### src/rtl/mcss_column_feeder.sv
// Packs 32-bit words into IMG_ROWS-word columns for the MCSS reducer (strobe 1 cycle after the column's last word) and reports per-frame best/column count.
// in_ready drops from in_last until all issued columns have results back; define MCSS_FEEDER_PAD_EN to zero-pad a short final column instead of flagging err_partial.
module mcss_column_feeder #(
    parameter int IMG_ROWS = 4,
    parameter int CNT_W    = 16
) (
    input  logic                   clk,
    input  logic                   rst_n,
    input  logic                   in_valid,
    output logic                   in_ready,
    input  logic [31:0]            in_data,
    input  logic                   in_last,
    output logic                   out_en,
    output logic [IMG_ROWS*32-1:0] out_arr,
    input  logic                   res_valid,
    input  logic [31:0]            res_data,
    output logic                   frame_done,
    output logic [31:0]            frame_best,
    output logic [CNT_W-1:0]       frame_cols,
    output logic                   err_partial
);

    localparam int               ROW_W     = (IMG_ROWS > 1) ? $clog2(IMG_ROWS) : 1;
    localparam logic [ROW_W-1:0] ROW_LAST  = ROW_W'(IMG_ROWS - 1);
    localparam logic [31:0]      BEST_INIT = 32'h8000_0000;

    typedef enum logic {
        S_FILL  = 1'b0,
        S_DRAIN = 1'b1
    } state_t;

    state_t                  state_q, state_d;
    logic [ROW_W-1:0]        row_q;
    logic [31:0]             slot_q [IMG_ROWS];
    logic                    out_en_q;
    logic [IMG_ROWS*32-1:0]  out_arr_q;
    logic [IMG_ROWS*32-1:0]  col_d;
    logic [CNT_W-1:0]        issued_q;
    logic [CNT_W-1:0]        received_q, received_d;
    logic [31:0]             best_q, best_d;
    logic                    frame_done_q;
    logic [31:0]             frame_best_q;
    logic [CNT_W-1:0]        frame_cols_q;
    logic                    err_q;

    logic accept;
    logic at_end;
    logic col_done;
    logic part_end;
    logic issue;
    logic err_set;
    logic drain_exit;

    assign accept   = in_valid && in_ready;
    assign at_end   = (row_q == ROW_LAST);
    assign col_done = accept && at_end;
    assign part_end = accept && in_last && !at_end;

`ifdef MCSS_FEEDER_PAD_EN
    assign issue   = col_done || part_end;
    assign err_set = 1'b0;
`else
    assign issue   = col_done;
    assign err_set = part_end;
`endif

    // Results arriving this cycle count toward the drain check and the running best.
    assign received_d = received_q + CNT_W'(res_valid);
    assign best_d     = (res_valid && ($signed(res_data) > $signed(best_q))) ? res_data : best_q;
    assign drain_exit = (state_q == S_DRAIN) && (received_d == issued_q);

    // ---------------- FSM: state register ----------------
    always_ff @(posedge clk or negedge rst_n) begin
        if (!rst_n) begin
            state_q <= S_FILL;
        end else begin
            state_q <= state_d;
        end
    end

    // ---------------- FSM: next state ----------------
    always_comb begin
        state_d = state_q;
        unique case (state_q)
            S_FILL:  if (accept && in_last) state_d = S_DRAIN;
            S_DRAIN: if (drain_exit)        state_d = S_FILL;
            default: state_d = S_FILL;
        endcase
    end

    // ---------------- FSM: outputs ----------------
    always_comb begin
        in_ready = 1'b0;
        unique case (state_q)
            S_FILL:  in_ready = 1'b1;
            S_DRAIN: in_ready = 1'b0;
            default: in_ready = 1'b0;
        endcase
    end

    // Rows below the current one come from the shadow slots, the current row from
    // the incoming word, and anything above is zero (only reachable when padding).
    always_comb begin
        col_d = '0;
        for (int j = 0; j < IMG_ROWS; j++) begin
            if (ROW_W'(j) < row_q) begin
                col_d[j*32 +: 32] = slot_q[j];
            end else if (ROW_W'(j) == row_q) begin
                col_d[j*32 +: 32] = in_data;
            end else begin
                col_d[j*32 +: 32] = 32'h0;
            end
        end
    end

    // ---------------- column assembly and issue ----------------
    always_ff @(posedge clk or negedge rst_n) begin
        if (!rst_n) begin
            row_q     <= '0;
            out_en_q  <= 1'b0;
            out_arr_q <= '0;
            for (int j = 0; j < IMG_ROWS; j++) begin
                slot_q[j] <= 32'h0;
            end
        end else begin
            out_en_q <= issue;
            if (issue) begin
                out_arr_q <= col_d;
            end
            if (accept) begin
                slot_q[row_q] <= in_data;
                row_q         <= in_last ? '0 : row_q + ROW_W'(1);
            end
        end
    end

    // ---------------- result collection and frame report ----------------
    always_ff @(posedge clk or negedge rst_n) begin
        if (!rst_n) begin
            issued_q     <= '0;
            received_q   <= '0;
            best_q       <= BEST_INIT;
            frame_done_q <= 1'b0;
            frame_best_q <= 32'h0;
            frame_cols_q <= '0;
        end else begin
            frame_done_q <= drain_exit;
            if (drain_exit) begin
                frame_best_q <= best_d;
                frame_cols_q <= issued_q;
                issued_q     <= '0;
                received_q   <= '0;
                best_q       <= BEST_INIT;
            end else begin
                received_q <= received_d;
                best_q     <= best_d;
                if (issue) begin
                    issued_q <= issued_q + CNT_W'(1);
                end
            end
        end
    end

    always_ff @(posedge clk or negedge rst_n) begin
        if (!rst_n) begin
            err_q <= 1'b0;
        end else if (err_set) begin
            err_q <= 1'b1;
        end
    end

    assign out_en      = out_en_q;
    assign out_arr     = out_arr_q;
    assign frame_done  = frame_done_q;
    assign frame_best  = frame_best_q;
    assign frame_cols  = frame_cols_q;
    assign err_partial = err_q;

endmodule

### config.mk
export PLATFORM = sky130hd
export DESIGN_NAME = mcss_column_feeder
export DESIGN_NICKNAME = d
export VERILOG_FILES = /design/src/rtl/mcss_column_feeder.sv
export SDC_FILE = /design/constraint.sdc
export NUM_CORES = 1
export LEC_CHECK = 0
export ABC_AREA = 1
export CORE_MARGIN = 2
export CORE_UTILIZATION = 30
export DETAILED_ROUTE_END_ITERATION = 6
export MAX_ROUTING_LAYER = met4
export PLACE_DENSITY = 0.55
export SETUP_SLACK_MARGIN = 0.3
export SLEW_MARGIN = 5
export SYNTH_ARGS = -nofsm -noshare
export SYNTH_HDL_FRONTEND = slang
export SYNTH_SLANG_ARGS = --single-unit
### constraint.sdc
create_clock -name clk -period 2.78 [get_ports clk]
set_input_delay 0.278 -clock clk [delete_from_list [all_inputs] [get_ports clk]]
set_output_delay 0.278 -clock clk [all_outputs]
set_load 0.02 [all_outputs]
-- Yosys cells after proc, flatten, opt, wreduce, memory -nomap -nowiden
Index checks and enable logic that the tools add are counted.
- flip-flop bits (word level): 374
- input port bits: 69
- output and inout bits: 180
- word-level logic and storage cells: 63
- add/subtract/negate cells: 3
- order comparisons: 7
- equal/unequal tests: 5
- mux-type cells: 21
- bitwise operators: 2
- reduce and logical (&&, ||, !) cells: 10
- operators with widths (kind ; count):
    32-bit two-way mux ; 11
    128-bit bitwise mux ; 1
    32-bit demux with 2-bit select ; 1
    16-bit two-way mux ; 3
    32-bit greater-than comparator ; 1
    16-bit by 1-bit adder with 16-bit output ; 1
    16-bit by 1-bit adder with 16-bit output, second input constant ; 1
    16-bit equality test ; 1
    1-bit logical AND ; 7
    2-bit equality test, first input constant ; 2
    1-bit by 2-bit less-than comparator with 1-bit output, first input constant ; 2
    2-bit less-than comparator, first input constant ; 2
    1-bit one-hot mux with 2 select lines ; 2
    3-bit greater-or-equal comparator, second input constant ; 1
    3-bit by 1-bit less-than comparator with 1-bit output, second input constant ; 1
    2-bit inverter with 3-bit output ; 1
    2-bit by 1-bit adder with 2-bit output, second input constant ; 1
    1-bit by 2-bit equality test with 1-bit output, first input constant ; 1
    2-bit equality test, second input constant ; 1
    2-bit logical NOT ; 1
    1-bit two-way mux ; 2
    2-bit two-way mux ; 1
    2-bit nonzero test ; 1
    1-bit logical NOT ; 1
    1-bit inverter ; 1

-- Depth between registers and ports, before layout
- depth after elaboration: 6
- mapped depth: 20
- depth with buffers taken out: 19

-- Worst setup path after synthesis
OpenSTA, ideal clock, no wires.
- path type: register -> register
- from: register best_q[31]
- to: register frame_best_q[10] (netlist: frame_best[10])
- setup time: 0.066 ns
- arrival time: 2.158 ns
- data required time: 2.714 ns
- slack: 0.556 ns
- cell stages (with the launch flop): 14
- path buffers: 1
- period minus slack after synthesis: 2.224 ns
- cells stage by stage: dfstp_2 inv_1 ha_1 a21oi_1 o21a_1 nand2_1 a21oi_1 nand3_1 nand3_1 clkbuf_1 nand2_1 nand2_1 nand2_1 nand2_1
- cells in the longest elaborated chain, start to end: 3
- RTL lines (what ; line ; text):
    start: declaration ; 40 ; logic [31:0] best_q, best_d;
    start signal: assignment ; 156 ; best_q <= best_d;
    32-bit greater-than comparator ; 69 ; assign best_d = (res_valid && ($signed(res_data) > $signed(best_q))) ? res_data : best_q;
    1-bit logical AND ; 69 ;
    32-bit two-way mux ; 69 ;
    end signal: assignment ; 149 ; frame_best_q <= best_d;
    end: declaration ; 42 ; logic [31:0] frame_best_q;
Every way passes these cells.
A chain may end at the register's enable or synchronous reset.

-- Final worst setup path
- from: register received_q[0]
- to: register frame_cols_q[4] (netlist: frame_cols[4])
- cells in the longest elaborated chain, start to end: 3
- RTL lines (what ; line ; text):
    start: declaration ; 39 ; logic [CNT_W-1:0] received_q, received_d;
    start signal: assignment ; 155 ; received_q <= received_d;
    16-bit by 1-bit adder with 16-bit output ; 68 ; assign received_d = received_q + CNT_W'(res_valid);
    16-bit equality test ; 70 ; assign drain_exit = (state_q == S_DRAIN) && (received_d == issued_q);
    1-bit logical AND ; 70 ;
    end signal: assignment ; 150 ; frame_cols_q <= issued_q;
    end: declaration ; 43 ; logic [CNT_W-1:0] frame_cols_q;
Every way passes these cells.

==> reports/results.md <==
| Result | Reported |
| --- | --- |
| Beginning of the worst register-to-register path | received_q[0] |
| Worst reg2reg path depth | 16 |
| Number of synthesis warnings | 0 |
| Worst-path clk slew | 50 ps |
| Area of the multi-input gates | 6120 um^2 |
| Setup repair after global routing missed its margin | true |
| Startpoint class of the critical path | flop |
| Final Cycle Share | 0.870 |
| Fin. max-slew vios | 0 |
| Top-Level Pins | 249 |
| Highest fanout seen on the critical path | 8 |
| Placed cell area | 18800 um^2 |
| Vias after detailed routing | 13000 |
| Synth unique cells | 31 |
| Initial Utilization | 0.304 |
| Critical setup path kind | flop to flop |
| Most common cell after layout, fill and taps aside | sky130_fd_sc_hd__nand2_1 |
| Maximum root-to-sink buffer count | 3 |
| Die height | 229 um |
| Final design instance area without fill | 20700 um^2 |
| Number of buffers inserted by port buffering | 248 |
| Vias per std cell | 4.70 |
| Detail Placement HPWL | 29200 um |
| Area of the die | 52600 um^2 |
| DIE WIDTH | 229 um |
| Aggregate global-route resource usage | 0.173 |
| Worst reg2reg setup slack | 360 ps |
| Type of the tightest min-delay check | input port to asynchronous set/reset pin |
| FFs w/ async S/R, synth | 1.00 |
| Number of nets in the synthesized netlist | 1904 |
| DRC violation total after the first TritonRoute iteration | 849 |
| Total power per unit cell area | 914 nW/um^2 |
| Setup violation total in the final timing report | 0 |
| Average routed wire per standard cell | 16.4 um |
| ANT cells | 0 |
| Clock latency on the worst-skew pair | 550 ps |
| Area of the placeable core | 50200 um^2 |
| Delay of the slowest critical-path stage | 370 ps |
| Pleak | 0.00978 uW |
| Row count | 82 |
| Fillers | 4983 |
| # H-tree levels | 2 |
| Number of non-filler instances in the completed layout | 2759 |
| Portion of the post-synthesis area used by sequential elements | 0.561 |
| CP max stage cell | sky130_fd_sc_hd__dfrtp_1 |
| Commonest non-fill, non-tap cells in the layout | sky130_fd_sc_hd__nand2_1, sky130_fd_sc_hd__dfrtp_1, sky130_fd_sc_hd__o21ai_0, sky130_fd_sc_hd__clkdlybuf4s50_1, sky130_fd_sc_hd__a21oi_1 |
| DRC violations left | 0 |
| TritonCTS clock tree | yes |
| Wire length of the first global-routing pass | 70700 um |
| Arrival time at the worst endpoint | 2900 ps |
| Slew Limit Headroom | 0.118 |
| Capture instance of the worst register-to-register path | frame_cols[4] |
| Post-route antenna net violation count | 0 |
| P&R area growth vs syn | 35.5% |
| RD Place Congestion | 0.841 |
| Sequential cell area in the final layout | 8560 um^2 |
| Number of antenna violations at the first check in global routing | 0 |
| Final Hold Viols | 0 |
| Number of synthesized flops with an enable pin | 0 |
| Worst Skew | 13.2 ps |
| Post-route minimum period | 2420 ps |
| Inst Count DP | 2675 |
| Synth Cell Area | 15200 um^2 |
| Yosys reg bits | 342 |
| Num Clock Sinks | 342 |
| Max-cap violations | 0 |
| CTS root buffer | sky130_fd_sc_hd__clkbuf_16 |
| Critical-path cell list | ha_4 -> ha_4 -> nand2_4 -> buf_6 -> o21ai_2 -> nand2_2 -> xnor2_2 -> nor2_1 -> nand3_1 -> nor2_2 -> nand3_2 -> nor2_4 -> buf_8 -> clkbuf_16 -> nand2_1 -> nand2_1 |
| Average footprint of a synthesized cell | 8.49 um^2 |
| Share of post-route cells with drive strength above 1 | 0.102 |
| Run status | completed |
| Detailed-router iteration count before antenna repair | 5 |
| Maximum vdd drop | 0.399 mV |
| Final Power | 18900 uW |
| WP data required | 3260 ps |
| Total Nets Final | 2170 |
| Largest net degree at the start of global routing | 259 |
| Overall overflow remaining after global route | 0 |
| Transition time at the pin with the least slew margin | 1320 ps |
| Top FF cell, synth | sky130_fd_sc_hd__dfrtp_1 |
| Via count of the first global-routing pass | 12600 |
| Number of instances in the synthesized netlist | 1795 |
| Least setup slack across all paths after layout | 360 ps |
| Worst setup timing slack at the placement stage | -262 ps |
| CTS buffer count | 41 |
| Endpoint kind of the worst setup timing path | flop |
| Routed wire length | 45200 um |
| Maximum frequency from static timing analysis | 413 MHz |
[Yosys cell counts (all sizes together) (3+ instances only)]
cell,n,area (um^2)
nor2,72,288
xor2,12,105
nand4,41,257
inv,111,417
ha,40,500
nand3,26,130
nand3b,3,22.5
nand2,588,2210
clkbuf,85,319
buf,16,82.6
dfrtp,341,8530
nor3,68,345
o21ai,266,1330
a21oi,113,566
[layer usage]
metal	up-vias	wire length, um	GRT usage
met5	-	0	-
met4	0	914	0.0450
met3	67	2610	0.0437
met2	300	20500	0.262
met1	6187	21200	0.231
li1	6418	-	-
[power breakdown]
group | total [uW] | internal [uW] | switching, uW
combinational | 6240 | 2620 | 3620
sequential | 7380 | 6480 | 903
clock | 5270 | 3140 | 2130
[final cells by class]
type / instances / share of cell area
inverters: 112 / 0.0206
multi-input cells: 1240 / 0.296
clock inverters: 10 / 0.00454
repair buffers: 324 / 0.165
well taps: 672 / 0.0407
clock buffers: 59 / 0.0593
flip-flops and latches: 342 / 0.414
[per-stage QoR]
| step | hold slack, ps | TNS [ps] | utilization |
|---|---|---|---|
| final | 322 | 0 | 0.412 |
| after global routing | 356 | 0 | 0.412 |
| after CTS | 314 | 0 | 0.403 |
| after detailed placement | 323 | -25280 | 0.375 |
| after global placement | 324 | -22040 | 0.375 |
| after floorplan | -17.6 | 0 | - |
[critical path, delay by kind of cell (launching register included)]
kind	cells	cell delay (ps)
and+or+nand+nor	9	930
buffers and inverters	3	480
DFF	1	370
adders and majority gates	2	310
AOI/OAI and AO/OA	1	130
xor gates and xnor gates	1	130
[flip-flops by register name, indices dropped and copies added (netlist names), 2 cells and up]
register and flops:
frame_best 32, row_q 2, best_q 32, slot_q 96
out_arr 128, received_q 16, issued_q 16, frame_cols 16
[worst max-delay path by stage]
stage | endpoint | cells after the start | from | slack (ps)
after global routing | frame_best[16] | 16 | received_q[0] | 220
after detailed placement | frame_best[6] | 17 | res_valid | -260
final | frame_cols[4] | 16 | received_q[0] | 360
after CTS | frame_best[6] | 18 | received_q[0] | 270
after floorplan | frame_best[10] | 13 | best_q[31] | 560
after global placement | frame_best[10] | 17 | res_valid | -220
[cell families after synthesis]
family	share of synthesized area
compound gates	0.128
flops	0.561
simple gates	0.214
fa+ha+maj	0.0328
buf+inv	0.0539
xor+xnor	0.0104
[what timing repair did]
item,4_1_cts,5_1_grt
setup buffers,3,2
hold endpoints to repair,62,0
pin swaps,3,29
hold buffers,1,0
endpoints found under the setup margin,108,112
cloned,2,7
resized for setup,6,76
No activity file was read; power rests on OpenSTA's default activity.
